===== config.mk =====
export PLATFORM = sky130hd
export DESIGN_NAME = led_pwm_bank
export DESIGN_NICKNAME = d
export VERILOG_FILES = /design/src/rtl/led_pwm_bank.sv
export SDC_FILE = /design/constraint.sdc
export NUM_CORES = 1
export LEC_CHECK = 0
export ABC_CLOCK_PERIOD_IN_PS = 2700
export BUFFER_PORTS_ARGS = -buffer_cell sky130_fd_sc_hd__buf_2
export CELL_PAD_IN_SITES_DETAIL_PLACEMENT = 0
export CELL_PAD_IN_SITES_GLOBAL_PLACEMENT = 1
export CORE_ASPECT_RATIO = 0.6
export CORE_MARGIN = 2
export CORE_UTILIZATION = 40
export CTS_BUF_LIST = sky130_fd_sc_hd__clkbuf_16
export DETAILED_ROUTE_END_ITERATION = 12
export GPL_TIMING_DRIVEN = 0
export PLACE_DENSITY = 0.78
export SLEW_MARGIN = 0
export SYNTH_ARGS = -nofsm -noshare
export SYNTH_HDL_FRONTEND = slang
export SYNTH_HIERARCHICAL = 1
export SYNTH_SLANG_ARGS = --single-unit

===== constraint.sdc =====
create_clock -name clock -period 2.7 [get_ports clock]
set_clock_uncertainty 0.15 [all_clocks]
set_input_delay 0.405 -clock clock [delete_from_list [all_inputs] [get_ports clock]]
set_output_delay 0.405 -clock clock [all_outputs]
set_load 0.1 [all_outputs]

===== src/rtl/led_pwm_bank.sv =====
// led_pwm_bank: multi-channel LED driver for the board top levels.
// Each channel gates its raw status bit with a PWM duty cycle. The duty is
// shadowed so that it only changes at a period boundary. Each channel has
// its own display mode: off, direct, pulse-stretched or blink.
//
// Ports
//   clock    : block clock (slow domain)
//   res      : synchronous active-high reset; overrides every other input
//   tick     : advance strobe; the PWM, blink and stretch counters move only on tick
//   led_in   : [NUM_LEDS] raw status bits
//   duty     : [NUM_LEDS*PWM_BITS] per-channel duty, channel i at [i*PWM_BITS +: PWM_BITS]
//   mode     : [2*NUM_LEDS] per-channel mode, channel i at [2i +: 2]
//              00 off, 01 direct, 10 stretched, 11 blink
//   led_out  : [NUM_LEDS] registered LED drive
//   pwm_wrap : one-cycle strobe after the tick that wraps the PWM counter

module led_pwm_bank #(
  parameter int NUM_LEDS     = 8,
  parameter int PWM_BITS     = 3,
  parameter int STRETCH_BITS = 10,
  parameter int BLINK_BITS   = 4
) (
  input  logic                         clock,
  input  logic                         res,
  input  logic                         tick,
  input  logic [NUM_LEDS-1:0]          led_in,
  input  logic [NUM_LEDS*PWM_BITS-1:0] duty,
  input  logic [2*NUM_LEDS-1:0]        mode,
  output logic [NUM_LEDS-1:0]          led_out,
  output logic                         pwm_wrap
);

  logic [PWM_BITS-1:0]   pwm_cnt;
  logic [BLINK_BITS-1:0] blink_cnt;
  logic                  wrap_tick;
  logic                  blink_phase;

  // This is the tick on which the counter leaves all-ones. Shadow duties load
  // on it, and the blink counter advances on it.
  assign wrap_tick   = tick & (&pwm_cnt);
  assign blink_phase = blink_cnt[BLINK_BITS-1];

  always_ff @(posedge clock) begin
    if (res) begin
      pwm_cnt   <= '0;
      blink_cnt <= '0;
      pwm_wrap  <= 1'b0;
    end else begin
      pwm_wrap <= wrap_tick;
      if (tick)      pwm_cnt   <= pwm_cnt + 1'b1;
      if (wrap_tick) blink_cnt <= blink_cnt + 1'b1;
    end
  end

  for (genvar g = 0; g < NUM_LEDS; g++) begin : g_chan
    led_pwm_chan #(
      .PWM_BITS     (PWM_BITS),
      .STRETCH_BITS (STRETCH_BITS)
    ) u_chan (
      .clock       (clock),
      .res         (res),
      .tick        (tick),
      .wrap_tick   (wrap_tick),
      .pwm_cnt     (pwm_cnt),
      .blink_phase (blink_phase),
      .led_in      (led_in[g]),
      .duty        (duty[g*PWM_BITS +: PWM_BITS]),
      .mode        (mode[2*g +: 2]),
      .led_out     (led_out[g])
    );
  end

endmodule

// led_pwm_chan: one channel of the bank. It holds the shadow duty, the
// edge-triggered pulse stretcher and the registered output mux.
//   clock, res, tick : as in the parent
//   wrap_tick        : PWM wrap tick from the shared counter
//   pwm_cnt          : shared PWM counter
//   blink_phase      : shared blink phase
//   led_in, duty, mode : this channel's slice of the parent inputs
//   led_out          : registered drive for this channel
module led_pwm_chan #(
  parameter int PWM_BITS     = 3,
  parameter int STRETCH_BITS = 10
) (
  input  logic                clock,
  input  logic                res,
  input  logic                tick,
  input  logic                wrap_tick,
  input  logic [PWM_BITS-1:0] pwm_cnt,
  input  logic                blink_phase,
  input  logic                led_in,
  input  logic [PWM_BITS-1:0] duty,
  input  logic [1:0]          mode,
  output logic                led_out
);

  logic [PWM_BITS-1:0]     shadow;
  logic [STRETCH_BITS-1:0] stretch_cnt;
  logic                    led_in_q;
  logic                    rise;
  logic                    gate;
  logic                    stretched;
  logic                    drive;

  assign rise      = led_in & ~led_in_q;
  // A duty of all-ones means fully on, not (2^N-1)/2^N.
  assign gate      = (&shadow) | (pwm_cnt < shadow);
  assign stretched = led_in | (stretch_cnt != '0);

  always_comb begin
    drive = 1'b0;
    case (mode)
      2'b00: drive = 1'b0;
      2'b01: drive = led_in & gate;
      2'b10: drive = stretched & gate;
      2'b11: drive = led_in & blink_phase & gate;
      default: drive = 1'b0;
    endcase
  end

  always_ff @(posedge clock) begin
    // The edge detector follows led_in through reset. A level held high
    // across reset therefore does not look like a new edge afterwards.
    led_in_q <= led_in;
    if (res) begin
      shadow      <= '0;
      stretch_cnt <= '0;
      led_out     <= 1'b0;
    end else begin
      if (wrap_tick) shadow <= duty;
      // Edges load regardless of tick, and a load wins over the decrement.
      if (rise)
        stretch_cnt <= '1;
      else if (tick && (stretch_cnt != '0))
        stretch_cnt <= stretch_cnt - 1'b1;
      led_out <= drive;
    end
  end

endmodule


==> flow_summary_export.csv, run 1 <==
group,metric,value,unit
yosys,yosys.area.top_type,"dfxtp_1",
power_and_ir_drop,cellPowerDensity,700,nW/um^2
yosys,synth_ff_type,"dfxtp_1",
floorplan,ios,60,
yosys,synth_top_area_share,40.4,%
sta,rsz0062_at_grt,"false",
yosys,async_flop_share,0,%
worst_setup_path,rr_worst_depth,6,
clock_network,post-cts-setup-buffer-count,0,
flow_run,maxCapViolCount,0,
global_route,grt_overflow,0,
clock_network,cts_tree,"done",
yosys,ys_ff_latch,128,
clock_network,cts_buffers,17,
clock_network,insertion_delay,0.41,ns
finish,fin_area,7530,um^2
power_and_ir_drop,vdd_ir_drop_max,0.000458,V
power_and_ir_drop,leakage,2.88,nW
finish,fin_nets,863,
routing,postRouteAntennaNets,0,
min_path,min_path_cells,3,
place,dp_hpwl,10.4,mm
finish,antenna_cells,0,
global_route,grt_usage,18.5,%
floorplan,core-area,15400,um^2
sta,setup_tns,0,ns
sta,slew_headroom,38.1,%
yosys,ys_top_cells_by_area,"dfxtp_1 40%, mux2i_1 6.6%, ha_1 5.3%, nor2_1 4.1%, a21oi_1 3.9%",
global_route,grt_pass1_vias,5156,
yosys,syn_inst,698,
place,numPortBuffers,59,
sta,period_minus_slack,2.43,ns
worst_setup_path,cp_max_fo,12,
floorplan,die_area,16900,um^2
clock_network,cts_sinks,128,
global_route,grt_antenna_before_repair,0,
finish,fillers,1467,
place,dp_slack,-0.466,ns
yosys,ys_types,32,
worst_setup_path,worstSetupPathType,"reg -> reg",
routing,first_pass_iters,5,
clock_network,clk_path_buf_depth,2,
sta,tightest_slew,0.928,ns
floorplan,start_util,41.1,%
global_route,grt_start_max_net_pins,42,
place,gp_congestion,0.825,
worst_setup_path,r2r-start,"pwm_cnt[1]",
routing,wirelength,15.2,mm
routing,vias,5423,
routing,drt-wirelength-per-cell,15.2,um
run_status,outcome,"finished, final reports clean",
yosys,synth.cell_area,6340,um^2
floorplan,dieWidth,167,um
routing,drc_errors,0,
routing,drt_iter0_markers,373,
floorplan,die_h,102,um
yosys,ys_warn_count,6,
finish,fin_cells,1001,
finish,final_util,48.8,%
global_route,grt_pass1_wl,25.0,mm
min_path,hp-start,"duty[3]",
sta,fmax,412,MHz
worst_setup_path,arrival,2.55,ns
min_path,min_path_type,"in -> reg",
routing,vias_per_cell,5.42,
yosys,synth-edff-count,0,
place,dpl_cell_area,6890,um^2
yosys,synth.net_count,776,
yosys,ys_seq_area_share,40.4,%
worst_setup_path,end_kind,"flop",
sta,drv_slew,0,
sta,fin_crit_sh,89.8,%
sta,timing.final.ws_setup,0.275,ns
worst_setup_path,required,2.83,ns
clock_network,path_clk_slew,0.06,ns
worst_setup_path,crit_start,"pwm_cnt[1]",
sta,hold_viol_final,0,
clock_network,cts-root-buf,"clkbuf_16",
finish,drive_above_1_share,17.8,%
sta,setup_viol,0,
clock_network,htreeDepth,4,
worst_setup_path,cp-start-kind,"flop",
finish,area_growth,18.7,%
floorplan,rows,35,
place,placed_cells,960,
yosys,syn_area_per_cell,9.09,um^2
## state kept, by name, summed over array words and instances (netlist names)
name and cells:
pwm_cnt 3, blink_cnt 4, g_chan.u_chan/shadow 24, g_chan.u_chan/led_out 8, g_chan.u_chan/led_in_q 8, pwm_wrap 1, g_chan.u_chan/stretch_cnt 80
## path summary, 6_finish.rpt
check                          endpoint  slack (ns)
min reg2reg                blink_cnt[1]        0.35
max reg2reg  g_chan[7].u_chan/shadow[2]        0.27
max          g_chan[7].u_chan/shadow[2]        0.27
min          g_chan[1].u_chan/shadow[0]        0.08
## stage by stage
stage               power (mW)  hold slack [ns]
finish                    5.27           0.0788
floorplan                 2.92            0.283
global placement          3.12            0.313
detailed placement        3.17            0.338
CTS                       5.32           0.0635
global route              5.55           0.0800
## cell usage in the layout (no fill, tap or decap), types with 8 or more instances in the layout
cell type      instances
nand3b_1               8
a31oi_1               32
nor2_1                70
a21oi_1               50
ha_1                  27
o21ai_0                9
nor2b_1                8
clkbuf_16             17
or4_1                  8
o31ai_1               16
nor3b_1                8
nand2b_1              32
buf_2                 67
dfxtp_1              128
o2111ai_1             16
nand2_1               33
nor3_1                32
o31ai_4                8
xor2_1                18
nand3_1               11
a211oi_1               8
or3_2                 16
dlygate4sd3_1          8
o221a_2                8
o211ai_1               8
inv_1                 32
xnor2_1                9
mux2_2                 8
mux2i_1               42
buf_1                  8
clkbuf_1               9
or3_1                 25
## repair_timing
item | in CTS | in global routing
hold buffers | 8 | 0
gates cloned | 0 | 1
endpoints found under the hold margin | 8 | 0
endpoints found under the setup margin | 24 | 24
gates resized for setup | 1 | 1
## kinds of logic (layout without fill, tap and decap cells)
| logic type | Yosys count | in the layout | synth area share [%] |
|---|---|---|---|
| xor+xnor | 27 | 27 | 3.73 |
| mux | 50 | 50 | 8.05 |
| flops | 128 | 128 | 40.4 |
| simple gates | 252 | 252 | 20.8 |
| fa+ha+maj | 27 | 27 | 5.33 |
| buf+inv | 59 | 159 | 3.77 |
| compound gates | 155 | 155 | 17.9 |
## area by class of cell
class | count | area (um^2) | share of cell area (%)
timing repair buffer | 67 | 375 | 4.99
clock inverter | 15 | 121 | 1.61
clock buffer | 17 | 425 | 5.65
sequential | 128 | 2560 | 34.0
tap | 203 | 254 | 3.37
timing repair inverter | 1 | 7.51 | 0.0997
inverter | 33 | 128 | 1.69
multi-input combinational | 511 | 3540 | 47.0
buffer | 26 | 115 | 1.53
## cell usage after synthesis (9+ instances only)
master / instances
nor2_1: 70
inv_1: 33
nand3_1: 11
xnor2_1: 9
or3_2: 16
mux2i_1: 42
nand2_1: 33
a31oi_1: 32
dfxtp_1: 128
clkbuf_1: 9
o31ai_1: 16
a21oi_1: 50
or3_1: 25
nor3_1: 32
nand2b_1: 32
o2111ai_1: 16
o21ai_0: 9
xor2_1: 18
ha_1: 27
## layer usage
| metal | share of wire (%) | track usage, % | routed length (um) |
|---|---|---|---|
| met3 | 4.5 | 4.14 | 686 |
| met4 | 1.4 | 6.50 | 209 |
| met2 | 44 | 29.5 | 6670 |
| met1 | 50 | 24.8 | 7680 |
| met5 | 0 | 0 | 0 |
## where the power goes
part | internal, mW | leakage (nW) | switching (mW) | total (mW)
clock network | 1.26 | 0.266 | 0.857 | 2.11
logic | 0.410 | 1.56 | 0.549 | 0.959
registers | 2.04 | 1.06 | 0.152 | 2.20
## worst max-delay path: stages (launching register included)
cell	delay [ns]
dfxtp_1	0.78
ha_1	0.27
ha_1	0.25
nand2_4	0.12
clkinvlp_4	0.41
mux2i_1	0.25
nor2_1	0.06
Power figures use the tool's default switching activity.
==> run 2, diff against run 1 <==
--- a/config.mk
+++ b/config.mk
@@ -6,7 +6,6 @@
 export NUM_CORES = 1
 export LEC_CHECK = 0
 export ABC_CLOCK_PERIOD_IN_PS = 2700
-export BUFFER_PORTS_ARGS = -buffer_cell sky130_fd_sc_hd__buf_2
 export CELL_PAD_IN_SITES_DETAIL_PLACEMENT = 0
 export CELL_PAD_IN_SITES_GLOBAL_PLACEMENT = 1
 export CORE_ASPECT_RATIO = 0.6
@@ -14,8 +13,9 @@
 export CORE_UTILIZATION = 40
 export CTS_BUF_LIST = sky130_fd_sc_hd__clkbuf_16
 export DETAILED_ROUTE_END_ITERATION = 12
+export DONT_BUFFER_PORTS = 1
 export GPL_TIMING_DRIVEN = 0
-export PLACE_DENSITY = 0.78
+export PLACE_DENSITY = 0.74
 export SLEW_MARGIN = 0
 export SYNTH_ARGS = -nofsm -noshare
 export SYNTH_HDL_FRONTEND = slang
==> run 2 against run 1 <==
Core utilization shrank 0.97 points. Hold slack got worse by 0.076 ns. Wire length increased by 2.8%. Combinational power down 7.3%. Cell count decreased by 4.9%. Clock power rose by 4%. Worst setup slack got worse by 0.011 ns. First-iteration DRC count shrank 6.7%. Register-to-register slack barely moved. Final area fell by 2.0%. Critical endpoint is now g_chan[6].u_chan/shadow[2]. Largest cell class unchanged.
==> flow_summary_export.csv, run 2 (synthesis results as in run 1) <==
group,metric,value,unit
run_status,outcome,"finished, final reports clean",
place,gp_congestion,0.812,
finish,final_common_cell,"dfxtp_1",
worst_setup_path,r2r_slack,0.26,ns
floorplan,die_h,102,um
sta,setup_viol,0,
place,numPortBuffers,0,
floorplan,start_util,41.1,%
clock_network,cts-root-buf,"clkbuf_16",
finish,area_growth,16.4,%
floorplan,die_area,16900,um^2
worst_setup_path,arrival,2.56,ns
global_route,grt_pass1_wl,25.1,mm
clock_network,cts_tree,"done",
clock_network,cts_sinks,128,
global_route,grt_pass1_vias,4970,
finish,antenna_cells,0,
global_route,grt_start_max_net_pins,34,
worst_setup_path,required,2.82,ns
worst_setup_path,cp-start-kind,"flop",
sta,fin_worst_hold_slack,0.00317,ns
place,dp_hpwl,10.3,mm
worst_setup_path,end_kind,"flop",
min_path,min_path_type,"in -> reg",
routing,drt_iter0_markers,348,
global_route,grt_usage,18.7,%
routing,vias_per_cell,5.52,
min_path,min_path_cells,2,
finish,drive_above_1_share,10.1,%
sta,fin_crit_sh,90.2,%
flow_run,maxCapViolCount,0,
finish,reg_top3,"g_chan.u_chan/stretch_cnt: 80 flops, g_chan.u_chan/shadow: 24 flops",
routing,vias,5254,
worst_setup_path,rr_worst_depth,6,
finish,largest-register,"g_chan.u_chan/stretch_cnt",
sta,fmax,410,MHz
routing,drc_errors,0,
clock_network,path_clk_slew,0.06,ns
worst_setup_path,r2r-start,"pwm_cnt[1]",
finish,largest_register_ffs,80,
finish,fillers,1401,
finish,final_util,47.9,%
worst_setup_path,worstReg2RegEnd,"g_chan[6].u_chan/shadow[2]",
sta,drv_slew,0,
clock_network,htreeDepth,4,
clock_network,clk_path_buf_depth,2,
power_and_ir_drop,cellPowerDensity,720,nW/um^2
routing,postRouteAntennaNets,0,
sta,slew_headroom,35.4,%
clock_network,insertion_delay,0.41,ns
finish,layout_common_cells,"128 x dfxtp_1, 70 x nor2_1, 50 x a21oi_1",
sta,rsz0062_at_grt,"false",
floorplan,dieWidth,167,um
floorplan,rows,35,
floorplan,ios,60,
place,dp_slack,-0.530,ns
sta,period_minus_slack,2.44,ns
min_path,whs_endpoint,"g_chan[3].u_chan/shadow[1]",
power_and_ir_drop,vdd_ir_drop_max,0.000338,V
worst_setup_path,cp_max_fo,12,
floorplan,core-area,15400,um^2
finish,fin_nets,817,
clock_network,cts_buffers,17,
routing,drt-wirelength-per-cell,16.5,um
power_and_ir_drop,leakage,2.70,nW
routing,wirelength,15.7,mm
routing,first_pass_iters,4,
worst_setup_path,worstSetupPathType,"reg -> reg",
sta,timing.final.ws_setup,0.263,ns
sta,hold_viol_final,0,
global_route,grt_overflow,0,
sta,tightest_slew,0.967,ns
min_path,hp-start,"duty[10]",
global_route,grt_antenna_before_repair,0,
run 2: report_power, final:
part           switching, mW  leakage (nW)  total [mW]  internal (mW)
Combinational          0.493          1.37       0.889          0.396
Sequential             0.179          1.06        2.22           2.05
Clock                  0.794         0.277        2.20           1.41
Total                   1.47          2.70        5.32           3.85
run 2: critical path, cell delays in order, from the launching register on:
cell,delay (ns)
dfxtp_1,0.83
ha_1,0.28
ha_1,0.23
nand2_4,0.12
clkinvlp_4,0.39
mux2i_1,0.24
nor2_1,0.07
run 2: worst max path at each step:
stage | start | to | depth (start not counted)
3_5_place_dp | pwm_cnt[1] | g_chan[5].u_chan/shadow[0] | 6
4_1_cts | pwm_cnt[1] | g_chan[4].u_chan/shadow[2] | 6
3_3_place_gp | pwm_cnt[1] | g_chan[6].u_chan/shadow[1] | 6
5_1_grt | pwm_cnt[1] | g_chan[2].u_chan/shadow[0] | 6
2_1_floorplan | pwm_cnt[1] | g_chan[0].u_chan/shadow[0] | 6
6_report | pwm_cnt[1] | g_chan[6].u_chan/shadow[2] | 6
run 2: cell type report:
cell class	instances	area [um^2]	area share (%)
multi-input combinational	511	3540	48.0
sequential	128	2560	34.7
clock buffer	17	425	5.76
tap	203	254	3.44
timing repair buffer	21	220	2.98
clock inverter	12	128	1.73
inverter	33	128	1.73
buffer	26	115	1.56
timing repair inverter	1	7.51	0.102
run 2: routing by layer:
layer | wire length [um] | part of all wire [%] | up-vias | global-route usage (%)
li1 | - | - | 2614 | -
met5 | 0 | 0 | - | 0
met3 | 893 | 5.7 | 19 | 4.30
met4 | 244 | 1.6 | 0 | 5.64
met1 | 7610 | 49 | 2489 | 25.2
met2 | 6920 | 44 | 132 | 30.3
run 2: stage by stage:
stage / TNS, ns / area [um^2] / instances / power [mW]
6_report: 0 / 7380 / 952 / 5.32
5_1_grt: 0 / 7380 / 952 / 5.57
4_1_cts: 0 / 7370 / 951 / 5.35
3_5_place_dp: -12.18 / 6600 / 901 / 3.10
3_3_place_gp: -10.46 / 6600 / 901 / 3.07
2_1_floorplan: 0 / 6340 / 698 / 2.92
run 2: timing repair:
item,in CTS,in global routing
hold buffers,21,0
setup endpoints to repair,24,24
resized for setup,1,1
endpoints found under the hold margin,44,0
buffers inserted,0,0
cloned,0,1
